===== src/rtl/sprite_pkg.sv =====
// Shared types and default geometry for the sprite blitter.
package sprite_pkg;

    // One sprite ROM / framebuffer pixel: a 3-bit palette index.
    typedef logic [2:0] pix_idx_t;

    // Palette index that marks a see-through pixel; it is never written.
    localparam pix_idx_t TRANSPARENT_IDX = 3'd0;

    // Default sprite and screen geometry.
    localparam int SPR_W_DEF = 48;
    localparam int SPR_H_DEF = 52;
    localparam int SCR_W_DEF = 320;
    localparam int SCR_H_DEF = 240;

    // Blitter control states; also exported on the debug state port.
    typedef enum logic [1:0] {
        ST_IDLE  = 2'd0,
        ST_DRAW  = 2'd1,
        ST_FLUSH = 2'd2,
        ST_DONE  = 2'd3
    } state_t;

endpackage


===== src/rtl/sprite_addr_gen.sv =====
// Column/row walker for one sprite. Each advance loads the current pixel's
// ROM address and screen destination into output registers and steps the
// counters. o_pix_valid marks that those registers hold a real pixel, and
// o_pix_last marks the final pixel of the sprite.
module sprite_addr_gen
    import sprite_pkg::*;
#(
    parameter int SPR_W = SPR_W_DEF,
    parameter int SPR_H = SPR_H_DEF
) (
    input  logic        i_clk,
    input  logic        i_reset,
    input  logic        i_clear,
    input  logic        i_advance,
    input  logic        i_flip_h,
    input  logic [9:0]  i_x0,
    input  logic [9:0]  i_y0,
    output logic [18:0] o_rom_addr,
    output logic [10:0] o_dest_x,
    output logic [10:0] o_dest_y,
    output logic        o_pix_valid,
    output logic        o_pix_last
);
    localparam int CW = $clog2(SPR_W);
    localparam int RW = $clog2(SPR_H);
    localparam logic [CW-1:0] COL_MAX = CW'(SPR_W - 1);
    localparam logic [RW-1:0] ROW_MAX = RW'(SPR_H - 1);

    logic [CW-1:0] r_col;
    logic [RW-1:0] r_row;
    logic          r_cnt_done;
    logic [18:0]   r_rom_addr;
    logic [10:0]   r_dest_x;
    logic [10:0]   r_dest_y;
    logic          r_pix_valid;
    logic          r_pix_last;

    logic          w_cnt_last;
    logic [CW-1:0] w_col_eff;
    logic [18:0]   w_addr_next;

    // Mirroring only changes which ROM column is read; the screen column
    // still follows the counter.
    assign w_cnt_last  = (r_col == COL_MAX) && (r_row == ROW_MAX);
    assign w_col_eff   = i_flip_h ? (COL_MAX - r_col) : r_col;
    assign w_addr_next = 19'(r_row) * 19'(SPR_W) + 19'(w_col_eff);

    // Counter walk plus registered address/destination of the current pixel.
    always_ff @(posedge i_clk) begin
        if (i_reset) begin
            r_col       <= '0;
            r_row       <= '0;
            r_cnt_done  <= 1'b0;
            r_rom_addr  <= '0;
            r_dest_x    <= '0;
            r_dest_y    <= '0;
            r_pix_valid <= 1'b0;
            r_pix_last  <= 1'b0;
        end else if (i_clear) begin
            r_col       <= '0;
            r_row       <= '0;
            r_cnt_done  <= 1'b0;
            r_pix_valid <= 1'b0;
            r_pix_last  <= 1'b0;
        end else if (i_advance) begin
            if (!r_cnt_done) begin
                r_rom_addr  <= w_addr_next;
                r_dest_x    <= 11'(i_x0) + 11'(r_col);
                r_dest_y    <= 11'(i_y0) + 11'(r_row);
                r_pix_valid <= 1'b1;
                r_pix_last  <= w_cnt_last;
                if (w_cnt_last) begin
                    r_cnt_done <= 1'b1;
                end else if (r_col == COL_MAX) begin
                    r_col <= '0;
                    r_row <= r_row + 1'b1;
                end else begin
                    r_col <= r_col + 1'b1;
                end
            end else begin
                r_pix_valid <= 1'b0;
                r_pix_last  <= 1'b0;
            end
        end
    end

    assign o_rom_addr  = r_rom_addr;
    assign o_dest_x    = r_dest_x;
    assign o_dest_y    = r_dest_y;
    assign o_pix_valid = r_pix_valid;
    assign o_pix_last  = r_pix_last;

endmodule


===== src/rtl/sprite_blitter.sv =====
// Sprite blitter: walks a sprite ROM and writes opaque, on-screen pixels to
// the framebuffer.
//
// Framebuffer handshake: fb_we is a valid flag and fb_ready its ready. A
// write retires at a clock edge where both are high. While fb_we is high and
// fb_ready is low, fb_we/fb_addr/fb_data hold and the whole walk freezes.
module sprite_blitter
    import sprite_pkg::*;
#(
    parameter int SPR_W = SPR_W_DEF,
    parameter int SPR_H = SPR_H_DEF,
    parameter int SCR_W = SCR_W_DEF,
    parameter int SCR_H = SCR_H_DEF
) (
    input  logic        Clk,
    input  logic        Reset,
    input  logic        start,
    input  logic [9:0]  x_pos,
    input  logic [9:0]  y_pos,
    input  logic        flip_h,
    output logic        busy,
    output logic        done,
    output logic [18:0] rom_addr,
    input  logic [2:0]  rom_data,
    output logic        fb_we,
    output logic [16:0] fb_addr,
    output logic [2:0]  fb_data,
    input  logic        fb_ready,
    output logic [1:0]  dbg_state
);
    state_t      r_state;
    state_t      w_state_next;
    logic [9:0]  r_x0;
    logic [9:0]  r_y0;
    logic        r_flip;
    logic        r_we;
    logic [16:0] r_fb_addr;
    pix_idx_t    r_fb_data;

    logic        w_clear;
    logic        w_advance;
    logic [10:0] w_dest_x;
    logic [10:0] w_dest_y;
    logic        w_pix_valid;
    logic        w_pix_last;
    logic        w_wr_valid;
    logic [16:0] w_fb_addr;

    // A pending write that the framebuffer refuses freezes the walk.
    assign w_clear   = (r_state == ST_IDLE) && start;
    assign w_advance = (r_state == ST_DRAW) && !(r_we && !fb_ready);

    sprite_addr_gen #(
        .SPR_W (SPR_W),
        .SPR_H (SPR_H)
    ) u_addr_gen (
        .i_clk       (Clk),
        .i_reset     (Reset),
        .i_clear     (w_clear),
        .i_advance   (w_advance),
        .i_flip_h    (r_flip),
        .i_x0        (r_x0),
        .i_y0        (r_y0),
        .o_rom_addr  (rom_addr),
        .o_dest_x    (w_dest_x),
        .o_dest_y    (w_dest_y),
        .o_pix_valid (w_pix_valid),
        .o_pix_last  (w_pix_last)
    );

    // The clip test runs on the unwrapped 11-bit destination. The address
    // is only used for pixels that pass it, so the 17-bit result never wraps.
    assign w_wr_valid = w_pix_valid && (rom_data != TRANSPARENT_IDX) &&
                        (w_dest_x < 11'(SCR_W)) && (w_dest_y < 11'(SCR_H));
    assign w_fb_addr  = 17'(w_dest_y) * 17'(SCR_W) + 17'(w_dest_x);

    // State register.
    always_ff @(posedge Clk) begin
        if (Reset) begin
            r_state <= ST_IDLE;
        end else begin
            r_state <= w_state_next;
        end
    end

    // Next-state logic. DRAW ends when the last pixel moves into the write
    // register. FLUSH ends once that register is empty or its write retires.
    always_comb begin
        w_state_next = r_state;
        case (r_state)
            ST_IDLE:  if (start) w_state_next = ST_DRAW;
            ST_DRAW:  if (w_advance && w_pix_valid && w_pix_last) w_state_next = ST_FLUSH;
            ST_FLUSH: if (!r_we || fb_ready) w_state_next = ST_DONE;
            ST_DONE:  w_state_next = ST_IDLE;
            default:  w_state_next = ST_IDLE;
        endcase
    end

    // Capture position and mirror flag when a draw request is accepted.
    always_ff @(posedge Clk) begin
        if (Reset) begin
            r_x0   <= '0;
            r_y0   <= '0;
            r_flip <= 1'b0;
        end else if (w_clear) begin
            r_x0   <= x_pos;
            r_y0   <= y_pos;
            r_flip <= flip_h;
        end
    end

    // Write register: loads on every advance, holds while stalled, and
    // drains its final write during FLUSH.
    always_ff @(posedge Clk) begin
        if (Reset) begin
            r_we      <= 1'b0;
            r_fb_addr <= '0;
            r_fb_data <= '0;
        end else if (w_advance) begin
            r_we <= w_wr_valid;
            if (w_wr_valid) begin
                r_fb_addr <= w_fb_addr;
                r_fb_data <= rom_data;
            end
        end else if ((r_state == ST_FLUSH) && fb_ready) begin
            r_we <= 1'b0;
        end
    end

    assign busy      = (r_state == ST_DRAW) || (r_state == ST_FLUSH);
    assign done      = (r_state == ST_DONE);
    assign fb_we     = r_we;
    assign fb_addr   = r_fb_addr;
    assign fb_data   = r_fb_data;
    assign dbg_state = r_state;

endmodule

===== config.mk =====
export PLATFORM = sky130hd
export DESIGN_NAME = sprite_blitter
export DESIGN_NICKNAME = d
export VERILOG_FILES = /design/src/rtl/sprite_pkg.sv /design/src/rtl/sprite_addr_gen.sv /design/src/rtl/sprite_blitter.sv
export SDC_FILE = /design/constraint.sdc
export NUM_CORES = 1
export LEC_CHECK = 0
export CAP_MARGIN = 20
export CORE_MARGIN = 1
export CORE_UTILIZATION = 35
export CTS_CLUSTER_DIAMETER = 40
export DETAILED_ROUTE_END_ITERATION = 12
export MAX_ROUTING_LAYER = met4
export PLACE_DENSITY_LB_ADDON = 0.2
export SLEW_MARGIN = 15
export SYNTH_ARGS = -nofsm -noshare
export SYNTH_HDL_FRONTEND = slang
export SYNTH_HIERARCHICAL = 1
export SYNTH_SLANG_ARGS = --single-unit

===== constraint.sdc =====
create_clock -name Clk -period 2.8 [get_ports Clk]
set_input_delay 0.42 -clock Clk [delete_from_list [all_inputs] [get_ports Clk]]
set_output_delay 0.42 -clock Clk [all_outputs]
set_load 0.005 [all_outputs]

==> results.md, run 1 <==
Finish:
- The final layout contains 789 nets.
- The share of cells above drive strength 1 is 9.296%.
- The final antenna diode count is 0.
- From synthesis to final layout, the design area changed by 24.84%.

Timing:
- The slew at the pin closest to its max-slew limit is 0.5148 ns.
- Derived from the worst setup path, the maximum achievable clock frequency is 0.3730 GHz.
- The final worst-path cycle share is 95.75%.
- The worst path meets setup with 0.1190 ns of slack.
- The count of final max-slew check failures came to 0.
- Setup repair after global routing could not meet its margin everywhere.
- For the final database, setup skew stands at 0.005905 ns.
- The worst pin sits at a relative slew slack of 65.68%.
- The hold violation total from the final report is 0.
- Setup violations remaining at the end of the flow were counted as 0.
- The clock period minus worst slack is 2.681 ns.

Yosys:
- Yosys attributes the largest share of cell area to sky130_fd_sc_hd__dfxtp_1 (34%), sky130_fd_sc_hd__ha_1 (11%), sky130_fd_sc_hd__nand2_1 (5.2%).
- Synthesis handed over a netlist of 636 instances.
- Of the synthesized area, sequential elements account for 34.43%.
- After synthesis the netlist holds a flip-flop and latch count of 94.
- The post-synthesis cell type count is 62.
- By count the netlist is led by sky130_fd_sc_hd__dfxtp_1 (94), sky130_fd_sc_hd__nand2_1 (75), sky130_fd_sc_hd__nor2_1 (55).
- During synthesis, Yosys emitted a total of 6 warnings.
- Counting flops with a built-in enable in the synthesized netlist gives 0.
- The area of the mapped netlist is 0.005465 sq mm.
- Summed over all instances, the cell type with the most area after synthesis is sky130_fd_sc_hd__dfxtp_1.
- The most repeated cell in the gate-level netlist after synthesis is sky130_fd_sc_hd__dfxtp_1.
- The main flop type after synthesis is sky130_fd_sc_hd__dfxtp_1.
- After synthesis, the mean cell area works out to 8.593 sq um.
- The fraction of registers with async set or reset after synthesis is 0%.
- The fraction of post-synthesis cell area in the top cell type by area is 34.43%.

Clocking:
- In this run the deepest clock path goes through 2 buffers.
- The clock net in this run drives a total of 94 sinks.
- The clock latency on the worst-skew pair is 0.35 ns.
- In this run, post-CTS hold repair placed 0 buffers.
- Clock-pin slew was measured on the worst setup and hold paths at 0.06 ns.
- In this run, CTS created clock tree buffers numbering 9.
- The clock root buffer is sky130_fd_sc_hd__clkbuf_16.
- The H-tree generated during clock tree synthesis spans 3 levels.
- TritonCTS built the clock tree.
- Buffers added to address setup during post-CTS repair amount to 0.

Floorplanning:
- In this run the horizontal extent of the chip is 127.0 microns.
- For this configuration, the core starts out at a cell density of 35.95%.
- The number of core rows is 45.
- The full die area is 0.01612 sq mm.
- The placeable core area is 0.01520 sq mm.
- Pin placement for this block handled 72 I/O pins.
- The die height is 127.0 microns.

Drt:
- The detail-routed net length per standard cell is 14.70 microns.
- The number of DRC violations after detailed routing is 0.
- The via count of the routed design is 4708.
- The violation count after the first detailed-routing iteration is 246.
- After detailed routing, the number of vias per cell comes to 5.243.
- The first TritonRoute pass finished after 5 iterations.
- The count of antenna-violating nets left after detailed routing is 0.
- Summed over all layers, the routed wires come to 13200 microns.

Worst setup path:
- At the worst endpoint, the arrival time is 2.96 ns.
- The maximum fanout along the worst path is 2.
- The kind of start point of the critical path is a flop.
- At the worst endpoint, the required time is 3.07 ns.
- The critical path is of the flop to flop type.
- STA classifies the critical path endpoint as a flop.

Placed design:
- Timing analysis after detailed placement gives a worst setup slack of -0.04727 ns.
- The congestion estimate from routability-driven global placement came to 0.8414.
- The count of buffers added on input and output ports is 65.
- Detailed placement ended at an HPWL of 10020 microns.

Power:
- The peak supply drop is 0.0003327 V.
- Summed over all cells, the static leakage comes to 0.002659 uW.
- The design draws 4839 uW.
- The power density normalized to cell area is 709.2 mW/mm^2.

Run status:
- The run finished with clean final reports.

Global routing:
- The initial antenna violation count is 0.
- Entering global routing, the biggest net connects 44 pins.
- The total grt overflow is 0.
- In the global route stage, overall resource usage came out at 17.35%.
- The first global-routing pass estimated 21390 microns of wire.
- The via count of the first global-routing pass is 4328.

Worst hold path:
- In this run the worst hold path is classified as flop to flop.

Job:
- Across the run, the number of max-cap violations was 0.
[final timing paths]
kind | depth (start not counted) | to | startpoint | slack (ns)
worst min-delay path | 2 | u_addr_gen/o_rom_addr[6] | u_addr_gen/o_rom_addr[6] | 0.45
worst max-delay path | 10 | fb_addr[16] | u_addr_gen/o_dest_y[1] | 0.12
worst max register to register | 10 | fb_addr[16] | u_addr_gen/o_dest_y[1] | 0.12
worst min register to register | 2 | u_addr_gen/o_rom_addr[6] | u_addr_gen/o_rom_addr[6] | 0.45
[flip-flops by register name, indices dropped and copies added (netlist names)]
signal and flops:
u_addr_gen/o_pix_last 1, fb_data 3, u_addr_gen/o_pix_valid 1, r_flip 1, r_y0 10, fb_addr 17
u_addr_gen/r_cnt_done 1, u_addr_gen/o_rom_addr 13, u_addr_gen/r_row 6, dbg_state 2, u_addr_gen/o_dest_x 11, fb_we 1
u_addr_gen/r_col 6, u_addr_gen/o_dest_y 11, r_x0 10
[timing repair]
| action | 4_1_cts | 5_1_grt |
|---|---|---|
| gates cloned | 0 | 0 |
| resized for setup | 0 | 12 |
| endpoints found under the setup margin | 1 | 4 |
| pin swaps | 1 | 7 |
[final cells by class]
cell class,instances,area [sq um]
clock buffers,11,242.7
clock inverters,4,95.09
fillers,1494,8379
inverters,22,82.58
multi-input cells,490,3432
flip-flops and latches,94,1884
well taps,188,235.2
repair buffers,89,850.8
[metal layers]
metal | routed length (microns) | up-vias | share of wire (%) | GRT usage [%]
met5 | 0 | - | 0 | -
met2 | 5886 | 108 | 45 | 26.63
met1 | 6521 | 2182 | 49 | 22.44
li1 | - | 2398 | - | -
met4 | 271 | 0 | 2.1 | 6.022
met3 | 517 | 20 | 3.9 | 3.838
[cells by family after synthesis]
logic type	after synthesis	synth area share, %
buffers and inverters	57	4.510
multiplexers	16	2.953
AO/OA/AOI/OAI	159	19.37
adder cells (fa/ha/maj)	55	13.42
other	1	0.06862
AND/OR/NAND/NOR	222	19.87
flip-flops	94	34.43
XOR/XNOR	32	5.380
[critical path, cell delays in order (launching register included)]
cell	delay [ns]
sky130_fd_sc_hd__dfxtp_2	0.33
sky130_fd_sc_hd__ha_4	0.24
sky130_fd_sc_hd__ha_4	0.16
sky130_fd_sc_hd__fa_1	0.52
sky130_fd_sc_hd__ha_4	0.29
sky130_fd_sc_hd__o21a_1	0.11
sky130_fd_sc_hd__o31a_1	0.16
sky130_fd_sc_hd__o21ai_2	0.10
sky130_fd_sc_hd__nor4_4	0.27
sky130_fd_sc_hd__xnor3_1	0.26
sky130_fd_sc_hd__a211oi_2	0.17
[report_power, final]
group	switching (uW)	leakage [uW]	internal, uW	total (uW)
clock	511	0.000166	891	1400
sequential	184	0.000764	1540	1730
combinational	923	0.00173	785	1710
[stage by stage]
stage | std cells | setup TNS (ns) | cell area, sq um | util [%] | hold slack [ns]
after detailed placement | 883 | -0.04727 | 6414 | 42.19 | 0.4491
after global routing | 898 | -0.04192 | 6823 | 44.88 | 0.4859
after global placement | 883 | -0.004353 | 6414 | 42.19 | 0.4455
after CTS | 898 | 0 | 6751 | 44.41 | 0.4565
final | 898 | 0 | 6823 | 44.88 | 0.4538
after floorplan | 641 | 0 | 5484 | - | 0.4315
[layout by cell type, fill, tap and decap left out, types with 10 or more instances in the layout]
cell,n
sky130_fd_sc_hd__a21o_1,11
sky130_fd_sc_hd__mux2i_1,15
sky130_fd_sc_hd__buf_4,22
sky130_fd_sc_hd__a31oi_1,10
sky130_fd_sc_hd__clkdlybuf4s50_1,64
sky130_fd_sc_hd__dfxtp_1,92
sky130_fd_sc_hd__inv_1,22
sky130_fd_sc_hd__xnor2_1,22
sky130_fd_sc_hd__a21oi_1,53
sky130_fd_sc_hd__o21ai_0,23
sky130_fd_sc_hd__nor2_1,54
sky130_fd_sc_hd__nand3_1,23
sky130_fd_sc_hd__a211oi_1,17
sky130_fd_sc_hd__nand2_1,75
sky130_fd_sc_hd__ha_1,45
No activity file was read; power rests on OpenSTA's default activity.
==> run 2: changes to the inputs <==
--- a/config.mk
+++ b/config.mk
@@ -9,8 +9,9 @@
 export CORE_MARGIN = 1
 export CORE_UTILIZATION = 35
 export CTS_CLUSTER_DIAMETER = 40
+export CTS_CLUSTER_SIZE = 12
 export DETAILED_ROUTE_END_ITERATION = 12
-export MAX_ROUTING_LAYER = met4
+export HOLD_SLACK_MARGIN = 0.08
 export PLACE_DENSITY_LB_ADDON = 0.2
 export SLEW_MARGIN = 15
 export SYNTH_ARGS = -nofsm -noshare
==> run 2 against run 1 <==
- clock power about the same
- die area stayed put
- clock-buffer cell count unchanged
- largest power group unchanged
==> results.md, run 2 (synthesized netlist as in run 1, its figures left out) <==
Drt:
- After detailed routing, the number of vias per cell comes to 5.238.
- The number of DRC violations after detailed routing is 0.
- Wires add up to 13210 microns.
- The first-pass detailed-route iteration total is 5.
- The detail-routed net length per standard cell is 14.71 microns.
- The via count of the routed design is 4704.
- The count of antenna-violating nets left after detailed routing is 0.
- The first routing iteration left 232 violations.

Timing:
- The max-slew headroom at the worst pin is 65.20%.
- The slew at the pin closest to its max-slew limit is 0.5220 ns.
- The count of final max-slew check failures came to 0.
- The clock period minus worst slack is 2.682 ns.
- The total of endpoints with negative setup slack in the final report is 0.
- The hold violation total from the final report was 0.
- Setup repair after global routing could not meet its margin everywhere.
- Hold is met by 0.4538 ns.
- The clock arrives with 0.005645 ns of skew.
- The final worst-path cycle share is 95.79%.
- The maximum clock frequency is 0.3729 GHz.
- The final setup slack of the worst path is 0.1180 ns.

Clocking:
- The root buffer cell chosen for the clock tree is sky130_fd_sc_hd__clkbuf_16.
- TritonCTS built the clock tree.
- The clock latency on the worst-skew pair is 0.35 ns.
- The count of hold buffers inserted by post-cts repair is 0.
- Counting the buffers created by CTS gives 9.
- The clock transition at the registers of the reported paths is 0.06 ns.
- The clock net in this run drives a total of 94 sinks.
- The number of buffers added for setup after CTS is 0.
- The H-tree depth reported by CTS is 3.
- The maximum buffer depth of the clock tree is 2.

Worst setup path:
- The count of buffer and inverter cells on the critical path is 0.
- The kind of start point of the critical path is a flop.
- The slowest stage of the critical path is the sky130_fd_sc_hd__fa_1 cell.
- The worst endpoint data arrival time is 2.96 ns.
- In this design, the critical path's most frequently occurring cell is sky130_fd_sc_hd__ha_4.
- Of all nets on the critical path, the largest fanout is 2.
- The critical path goes through ha_4, ha_4, fa_1, ha_4, o21a_1, o31a_1, o21ai_2, nor4_4, xnor3_1, a211oi_2.
- STA classifies the critical path endpoint as a flop.
- On the worst path, the slowest cell contributes a delay of 0.52 ns.
- The cell family contributing the most delay on the critical path is adder cells.
- The worst setup path is of the flop to flop kind.
- At the worst endpoint, the required time is 3.07 ns.

Placed design:
- Summing all placed instances gives a cell area of 0.006414 sq mm.
- The count of input and output buffers is 65.
- The number of placed instances, taps included, is 883.
- At the end of routability-driven placement, the weighted congestion stood at 0.8288.
- Detailed placement ended at an HPWL of 10020 microns.
- The post-place setup slack is -0.04727 ns.

Finish:
- The flip-flop count of the largest register, all copies and words added is 17.
- The sequential cells in the finished layout cover a total of 0.001884 sq mm.
- In the final layout, the share of cells above drive strength 1 is 9.296%.
- The summed area of non-filler cells in the final layout is 0.006823 sq mm.
- The leading cell type in the layout, fill and taps excluded is sky130_fd_sc_hd__dfxtp_1.
- Relative to the synthesized area, the layout overhead comes to 24.84%.
- The final instance count without filler cells is 898.
- For this run, the post-layout net count is 789.
- The final antenna diode count is 0.
- The number of fill cells in the layout is 1494.
- The top cell types in the final layout, fill and taps aside, are sky130_fd_sc_hd__dfxtp_1 (92), sky130_fd_sc_hd__nand2_1 (75), sky130_fd_sc_hd__clkdlybuf4s50_1 (64), sky130_fd_sc_hd__nor2_1 (54), sky130_fd_sc_hd__a21oi_1 (53).
- The area of the multi-input gates is 0.003432 sq mm.

Global routing:
- The initial antenna violation count is 0.
- The first global-routing pass estimated 21380 microns of wire.
- The via count of the first global-routing pass is 4332.
- After global routing the overflow that remains totals 0.
- In the global route stage, overall resource usage came out at 16.85%.
- The maximum number of pins on one net before global-route repair is 44.

Power:
- Dividing total power by cell area gives a power density of 709.2 mW/mm^2.
- In this run the static leakage power is 0.002659 uW.
- The worst-case IR drop observed on VDD is 0.0003322 V.

Run status:
- The flow ran to the end, and the final reports show no timing, DRC or antenna violations.

Floorplanning:
- From bottom edge to top edge, the die measures 127.0 microns.
- The core region is 0.01520 sq mm.
- The floorplan has 45 rows.
- The die span in x is 127.0 microns.
- During I/O placement, the number of pins put on the boundary was 72.
- For this configuration, the core starts out at a cell density of 35.95%.
- The die covers 0.01612 sq mm.

Job:
- The number of maximum-capacitance violations is 0.

Worst hold path:
- The type of the worst min-delay path is flop to flop.
## run 2: worst register-to-register path: stages, from the launching register on
cell and delay [ns]:
sky130_fd_sc_hd__dfxtp_2 0.33, sky130_fd_sc_hd__ha_4 0.24, sky130_fd_sc_hd__ha_4 0.16, sky130_fd_sc_hd__fa_1 0.52, sky130_fd_sc_hd__ha_4 0.29, sky130_fd_sc_hd__o21a_1 0.11
sky130_fd_sc_hd__o31a_1 0.16, sky130_fd_sc_hd__o21ai_2 0.10, sky130_fd_sc_hd__nor4_4 0.27, sky130_fd_sc_hd__xnor3_1 0.26, sky130_fd_sc_hd__a211oi_2 0.17
## run 2: timing repair
action,in CTS,in global routing
gates resized for setup,0,12
endpoints found under the setup margin,1,4
pin swaps,1,7
## run 2: power breakdown
part           switching [uW]  total (uW)  internal (uW)
Sequential                184        1730           1540
Clock                     508        1400            891
Combinational             926        1710            785
Total                    1620        4840           3220
## run 2: routing by layer
layer,global-route usage (%),vias up,wire length [microns]
li1,-,2394,-
met2,26.63,105,5891
met5,0,-,0
met4,6.022,0,269
met1,22.46,2187,6587
met3,3.838,18,459
## run 2: worst paths after layout
kind | slack [ns] | cells after the start | to | from
worst max-delay path | 0.12 | 10 | fb_addr[16] | u_addr_gen/o_dest_y[1]
worst min-delay path | 0.45 | 2 | u_addr_gen/o_rom_addr[6] | u_addr_gen/o_rom_addr[6]
worst max register to register | 0.12 | 10 | fb_addr[16] | u_addr_gen/o_dest_y[1]
worst min register to register | 0.45 | 2 | u_addr_gen/o_rom_addr[6] | u_addr_gen/o_rom_addr[6]
## run 2: through the flow
stage               total power [uW]  utilization (%)  setup TNS (ns)
finish                          4839            44.88               0
floorplan                       2797                -               0
global placement                3384            42.19       -0.004353
global route                    5148            44.88        -0.04192
CTS                             4846            44.41               0
detailed placement              3418            42.19        -0.04727
## run 2: final cells by class
class / instances / area share (%)
Sequential cell: 94 / 27.62
Clock inverter: 4 / 1.394
Inverter: 22 / 1.210
Tap cell: 188 / 3.448
Multi-Input combinational cell: 490 / 50.30
Clock buffer: 11 / 3.558
Timing Repair Buffer: 89 / 12.47
